[src/rtl/pipe_pkg.sv]
// Shared definitions for every inter-stage pipeline register instance:
// occupancy state encoding and default field widths.
package pipe_pkg;

    localparam logic [1:0] ST_EMPTY = 2'd0;
    localparam logic [1:0] ST_ONE   = 2'd1;
    localparam logic [1:0] ST_TWO   = 2'd2;

    localparam int DEF_DATA_W = 64;
    localparam int DEF_KEEP_W = 32;
    localparam int DEF_WA_W   = 5;
    localparam int DEF_CNT_W  = 16;

endpackage

[src/rtl/sat_counter.sv]
// Up-counter that sticks at all-ones instead of wrapping; async active-high reset.
module sat_counter
    import pipe_pkg::*;
#(
    parameter int W = DEF_CNT_W
) (
    input  logic         clk,
    input  logic         rst,
    input  logic         inc,
    output logic [W-1:0] count
);

    localparam logic [W-1:0] MAX = '1;

    always_ff @(posedge clk or posedge rst) begin
        if (rst) begin
            count <= '0;
        end else if (inc && (count != MAX)) begin
            count <= count + W'(1);
        end
    end

endmodule

[src/rtl/pipe_stage_skid.sv]
// Generic pipeline stage register with valid/ready handshake, optional 2-entry
// skid buffer, and a flush that zeroes the payload but still loads the sideband.
module pipe_stage_skid
    import pipe_pkg::*;
#(
    parameter int DATA_W = DEF_DATA_W,
    parameter int KEEP_W = DEF_KEEP_W,
    parameter int WA_W   = DEF_WA_W,
    parameter int SKID   = 1,
    parameter int CNT_W  = DEF_CNT_W
) (
    input  logic              clk,
    input  logic              rst,
    input  logic              in_valid,
    output logic              in_ready,
    input  logic [DATA_W-1:0] in_data,
    input  logic [WA_W-1:0]   in_wa,
    input  logic [KEEP_W-1:0] in_keep,
    input  logic              flush,
    output logic              out_valid,
    input  logic              out_ready,
    output logic [DATA_W-1:0] out_data,
    output logic [WA_W-1:0]   out_wa,
    output logic [KEEP_W-1:0] out_keep,
    output logic [CNT_W-1:0]  flush_cnt,
    output logic [1:0]        dbg_state
);

    // Handshake: a transfer happens on a rising edge where valid and ready are
    // both high; valid never waits for ready, and flush overrides both sides.
    logic [1:0]        state;
    logic [DATA_W-1:0] head_data;
    logic [WA_W-1:0]   head_wa;
    logic [KEEP_W-1:0] head_keep;
    logic              acc;
    logic              rel;

    assign out_valid = (state != ST_EMPTY);
    assign out_data  = head_data;
    assign out_wa    = head_wa;
    assign out_keep  = head_keep;
    assign dbg_state = state;

    assign acc = in_valid && in_ready;
    assign rel = out_valid && out_ready;

    // Only flushes that actually throw away a held entry are counted.
    sat_counter #(.W(CNT_W)) u_flush_cnt (
        .clk   (clk),
        .rst   (rst),
        .inc   (flush && out_valid),
        .count (flush_cnt)
    );

    generate
        if (SKID != 0) begin : g_skid
            logic [DATA_W-1:0] skid_data;
            logic [WA_W-1:0]   skid_wa;
            logic [KEEP_W-1:0] skid_keep;
            logic              ready_q;

            // Registered ready: drops only once both slots are occupied.
            assign in_ready = ready_q;

            always_ff @(posedge clk or posedge rst) begin
                if (rst) begin
                    state     <= ST_EMPTY;
                    head_data <= '0;
                    head_wa   <= '0;
                    head_keep <= '0;
                    skid_data <= '0;
                    skid_wa   <= '0;
                    skid_keep <= '0;
                    ready_q   <= 1'b1;
                end else if (flush) begin
                    state     <= ST_EMPTY;
                    head_data <= '0;
                    head_wa   <= '0;
                    head_keep <= in_keep;
                    skid_data <= '0;
                    skid_wa   <= '0;
                    skid_keep <= '0;
                    ready_q   <= 1'b1;
                end else begin
                    case (state)
                        ST_EMPTY: begin
                            if (acc) begin
                                head_data <= in_data;
                                head_wa   <= in_wa;
                                head_keep <= in_keep;
                                state     <= ST_ONE;
                            end
                        end
                        ST_ONE: begin
                            if (acc && !rel) begin
                                skid_data <= in_data;
                                skid_wa   <= in_wa;
                                skid_keep <= in_keep;
                                state     <= ST_TWO;
                                ready_q   <= 1'b0;
                            end else if (acc && rel) begin
                                head_data <= in_data;
                                head_wa   <= in_wa;
                                head_keep <= in_keep;
                            end else if (rel) begin
                                head_data <= '0;
                                head_wa   <= '0;
                                head_keep <= '0;
                                state     <= ST_EMPTY;
                            end
                        end
                        ST_TWO: begin
                            if (rel) begin
                                head_data <= skid_data;
                                head_wa   <= skid_wa;
                                head_keep <= skid_keep;
                                skid_data <= '0;
                                skid_wa   <= '0;
                                skid_keep <= '0;
                                state     <= ST_ONE;
                                ready_q   <= 1'b1;
                            end
                        end
                        default: begin
                            state   <= ST_EMPTY;
                            ready_q <= 1'b1;
                        end
                    endcase
                end
            end
        end else begin : g_comb
            // Single slot: can take a new entry whenever the head leaves this cycle.
            assign in_ready = !out_valid || out_ready;

            always_ff @(posedge clk or posedge rst) begin
                if (rst) begin
                    state     <= ST_EMPTY;
                    head_data <= '0;
                    head_wa   <= '0;
                    head_keep <= '0;
                end else if (flush) begin
                    state     <= ST_EMPTY;
                    head_data <= '0;
                    head_wa   <= '0;
                    head_keep <= in_keep;
                end else begin
                    case (state)
                        ST_EMPTY: begin
                            if (acc) begin
                                head_data <= in_data;
                                head_wa   <= in_wa;
                                head_keep <= in_keep;
                                state     <= ST_ONE;
                            end
                        end
                        ST_ONE: begin
                            if (acc) begin
                                head_data <= in_data;
                                head_wa   <= in_wa;
                                head_keep <= in_keep;
                            end else if (rel) begin
                                head_data <= '0;
                                head_wa   <= '0;
                                head_keep <= '0;
                                state     <= ST_EMPTY;
                            end
                        end
                        default: begin
                            state <= ST_EMPTY;
                        end
                    endcase
                end
            end
        end
    endgenerate

endmodule

[config.mk]
export PLATFORM = sky130hd
export DESIGN_NAME = pipe_stage_skid
export DESIGN_NICKNAME = d
export VERILOG_FILES = /design/src/rtl/pipe_pkg.sv /design/src/rtl/sat_counter.sv /design/src/rtl/pipe_stage_skid.sv
export SDC_FILE = /design/constraint.sdc
export NUM_CORES = 1
export LEC_CHECK = 0
export ABC_AREA = 0
export CORE_UTILIZATION = 52
export CTS_BUF_LIST = sky130_fd_sc_hd__clkbuf_2
export CTS_CLUSTER_DIAMETER = 100
export DETAILED_ROUTE_END_ITERATION = 16
export HOLD_SLACK_MARGIN = 0.1
export PLACE_DENSITY = 0.82
export SLEW_MARGIN = 20
export SYNTH_ARGS = -nofsm -noshare
export SYNTH_HDL_FRONTEND = slang
export SYNTH_HIERARCHICAL = 1
export SYNTH_SLANG_ARGS = --single-unit
[constraint.sdc]
create_clock -name clk -period 7 [get_ports clk]
set_clock_uncertainty 0.1 [all_clocks]
set_input_delay 0.7 -clock clk [delete_from_list [all_inputs] [get_ports clk]]
set_output_delay 0.7 -clock clk [all_outputs]
set_load 0.05 [all_outputs]
[Word-level counts from Yosys, hierarchy flattened]
Cells that the tools add are included.
Operators by class
  $add $sub $neg: 1
  eq/ne operators: 11
  reduce and logical (&&, ||, !) cells: 15
  mux-type cells: 41
Operators by type and width (count)
  two-way mux 64 bit: 8
  two-way mux 32 bit: 8
  one-hot mux 64 bit (3 select lines): 1
  one-hot mux 64 bit (2 select lines): 1
  one-hot mux 32 bit (3 select lines): 1
  one-hot mux 32 bit (2 select lines): 1
  two-way mux 5 bit: 8
  adder 16 x 1 -> 16 bit (second input constant): 1
  != test 16 bit (second input constant): 1
  one-hot mux 5 bit (3 select lines): 1
  two-way mux 2 bit: 6
  != test 3 bit (second input constant): 4
  != test 4 bit (second input constant): 3
  one-hot mux 5 bit (2 select lines): 1
  logical AND 1 bit: 6
  one-hot mux 2 bit (3 select lines): 1
  AND reduction 3 bit: 2
  AND reduction 5 bit: 1
  AND reduction 4 bit: 1
  nonzero test 4 bit: 1
  two-way mux 1 bit: 3
  one-hot mux 1 bit (3 select lines): 1
  nonzero test 3 bit: 1
  equality test 2 x 1 -> 1 bit (second input constant): 1
  other kinds (5): 5
Storage, ports and cells
  output and inout bits: 121
  input bits: 106
  word-level logic and storage cells: 77
  register bits after elaboration: 221

[Logic depth before layout (Yosys ltp)]
  depth after elaboration: 7
  mapped depth: 9

[Hierarchy]
The synthesis kept the hierarchy.
By module, submodules not included
  pipe_stage_skid: instances 1, area each 9648.0 µm², cells an instance 903
  sat_counter: instances 1, area each 805.8 µm², cells an instance 71

[Worst setup path after synthesis]
Ideal clock, no wire load.
  kind: input-to-reg
  from: in flush
  to: reg u_flush_cnt.count[14]
  required time: 6.775 ns
  path buffers: 2
  arrival: 2.499 ns
  cell stages on the path: 8
  path slack: 4.276 ns
  cell sequence: clkbuf_1 clkinv_1 clkbuf_1 nor2_1 and4_1 nand3_1 nor2_1 mux2_2
On the way
  longest elaborated chain between the ends: 2
RTL lines
  start: declaration: RTL line pipe_stage_skid.sv:19  | input logic flush,
  logical AND 1 bit: RTL line pipe_stage_skid.sv:51  | .inc (flush && out_valid),
  logical AND 1 bit: RTL line sat_counter.sv:18  | end else if (inc && (count != MAX)) begin
  end signal: assignment: RTL line sat_counter.sv:19  | count <= count + W'(1);
  end: declaration: RTL line sat_counter.sv:10  | output logic [W-1:0] count
Every way passes these cells.
A chain may end at the register's enable or synchronous reset.

[Worst setup path after layout]
  from: reg state[0] (netlist: dbg_state[0])
  to: out out_valid
On the way
  longest elaborated chain between the ends: 1
RTL lines
  start: declaration: RTL line pipe_stage_skid.sv:31  | logic [1:0] state;
  start signal: assignment: RTL line pipe_stage_skid.sv:67  | state <= ST_EMPTY;
  start signal: assignment: RTL line pipe_stage_skid.sv:76  | state <= ST_EMPTY;
  start signal: assignment: RTL line pipe_stage_skid.sv:91  | state <= ST_ONE;
  nonzero test 2 bit: RTL line pipe_stage_skid.sv:38  | assign out_valid = (state != ST_EMPTY);
  end: declaration: RTL line pipe_stage_skid.sv:20  | output logic out_valid,
Every way passes these cells.

==> reports/qor.yml <==
p_leak_nw: 5.99
ys_seq_elements: 221
final_common_cell: "clkdlybuf4s50_1"
drtPass1Iterations: 5
ys_top_cells_by_area: "dfrtp_1, mux2i_1, nor2_1"
cts_resized: 0
synthCells: 974
fp.dieArea_mm2: 0.0207
initial_core_util_pct: 53.4
critPathMaxFanout: 8
setup_viol_count_final: 0
clkTransAtPathRegs_ns: 0.11
slowest_delay_ns: 0.85
grtUsageTotal_pct: 27.2
worstMarginPinSlew_ns: 1.02
crit_family: "buffers and inverters"
post_drt_wl_per_cell_um: 18.3
worstPathCellList: "inv_1, ha_1, inv_1, clkdlybuf4s50_1"
ctsHoldBuffers: 0
ys_warn_count: 6
postRouteAntennaNets: 0
hp-class: "primary input to async pin"
coreArea_mm2: 0.0196
area_delta_synth_final_pct: 27.3
overflow: 0
start_kind: "register"
relSlewSlack_pct: 32.0
grt_antenna_before_repair: 1
max_cap_viol_count: 0
cts_tree: "built"
status: "finished clean"
drive_gt1_share_pct: 11.2
grt_pass1_wl_um: 44200
grt_pass1_vias: 8554
numCtsBuffers: 58
synth_edf_count: 0
dp_hpwl_um: 16000
final.min_clock_period_ns: 3.46
finish.net_count: 1304
htree_levels: 2
synth_seq_area_share_pct: 52.9
avgSynthCellArea_um2: 10.7
rows: 51
cts_sinks: 221
synth_top_area_cell: "dfrtp_1"
endpoint_kind: "primary output"
clock_latency_ns: 0.83
io_pins: 227
fillers: 1533
final_max_slew_viol_count: 0
root_buffer: "clkbuf_2"
io_buffers: 226
die_h_um: 144
die_w_um: 144
cts_setup_buffers: 0
vias: 8389
setup_tns_ns: 0
ir_drop_v: 0.000231
ys_types: 46
wl_um: 27500
power_density_mw_per_mm2: 357
crit_required_ns: 6.20
via_per_inst: 5.58
postLayoutCoreUtil_pct: 68.0
worst-setup-path-type: "register to primary output"
gp_congestion: 0.781
r2r_start: "dbg_state[1]"
hold_viol_final: 0
clockBufferDepth: 3
path_common_cell: "inv_1"
worst_path_max_delay_cell: "clkdlybuf4s50_1"
crit_arrival_ns: 2.66
critPathLaunch: "dbg_state[0]"
syn_nets: 1085
syn_area_mm2: 0.0105
drtIter0Drc: 484
grt_max_degree: 147
netlist.area_leader.share_pct: 52.7
clock.fmax_ghz: 0.289
final_cell_mix: "clkdlybuf4s50_1, dfrtp_1, nor2_1, nor2b_1, mux2i_1"
synthFlopType: "dfrtp_1"
remaining_drc_errors: 0
p_total_mw: 4.75
synthArstFlopShare_pct: 100
path_buf_inv: 3
fin_crit_sh_pct: 49.4
rsz0062_at_grt: "no"
[area by class of cell]
class                   count  area [µm²]  area share, %
multi-input cells         665        4530           34.0
clock inverters            13        51.3          0.385
clock buffers              90         450           3.38
repair buffers            239        2380           17.9
well taps                 265         332           2.49
inverters                   8        37.5          0.282
diodes                      2        5.00         0.0376
flip-flops and latches    221        5530           41.6
[where the power goes]
part           total, mW  internal [mW]  switching (mW)
Combinational       2.18          0.747            1.43
Clock              0.864          0.337           0.527
Sequential          1.71           1.54           0.167
[Yosys cell counts (2+ instances only)]
library cell,instances
buf_4,13
nor2_2,2
a221oi_2,10
nor2_1,177
and4_1,3
buf_2,9
o21a_1,2
and3_1,5
mux2i_1,103
o21ai_0,71
buf_6,3
and2_1,33
xnor2_1,11
clkbuf_1,55
ha_1,5
dfrtp_1,220
a221oi_1,60
mux2_2,3
nand2_1,8
nand3_1,10
a21oi_1,2
a221o_1,31
inv_1,7
nand4_1,5
nor2b_1,105
[per-stage QoR]
step / std cells / hold slack [ns] / area (µm²) / worst slack [ns]
floorplan: 974 / 0.404 / 10500 / 0.606
detailed placement: 1397 / 0.401 / 12800 / 3.48
global route: 1502 / 0.172 / 13300 / 3.42
CTS: 1500 / 0.168 / 13300 / 3.50
finish: 1503 / 0.184 / 13300 / 3.54
global placement: 1397 / 0.393 / 12800 / 3.61
[per-layer routing]
layer | vias up | part of all wire (%) | global-route usage [%]
li1 | 3921 | - | -
met1 | 4136 | 44 | 35.8
met2 | 293 | 47 | 43.4
met3 | 39 | 7.5 | 7.03
met4 | 0 | 1.9 | 9.97
met5 | - | 0 | 0
[kinds of logic after synthesis]
family,synth area share [%]
AO/OA/AOI/OAI,13.5
XOR/XNOR,0.922
flip-flops,52.9
buffers and inverters,3.95
adder cells (fa/ha/maj),0.598
AND/OR/NAND/NOR,17.6
multiplexers,10.5
[path summary, 6_finish.rpt]
kind                            depth (start not counted)              endpoint  slack [ns]
worst max-delay path                                    4             out_valid        3.54
worst min-delay path                                    2   g_skid.skid_data[3]        0.18
worst max register to register                          8     g_skid.skid_wa[1]        3.88
worst min register to register                          1          out_keep[22]        0.42
max in group asynchronous                               3  g_skid.skid_data[52]        5.51
min in group clk                                        2   g_skid.skid_data[8]        0.24
[flip-flops by register name, summed over array words and instances, names as in the netlist]
register	count
g_skid.skid_wa	5
in_ready	1
out_data	64
u_flush_cnt/count	16
g_skid.skid_data	64
out_keep	32
g_skid.skid_keep	32
dbg_state	2
out_wa	5
(Power assumes the default switching activity.)
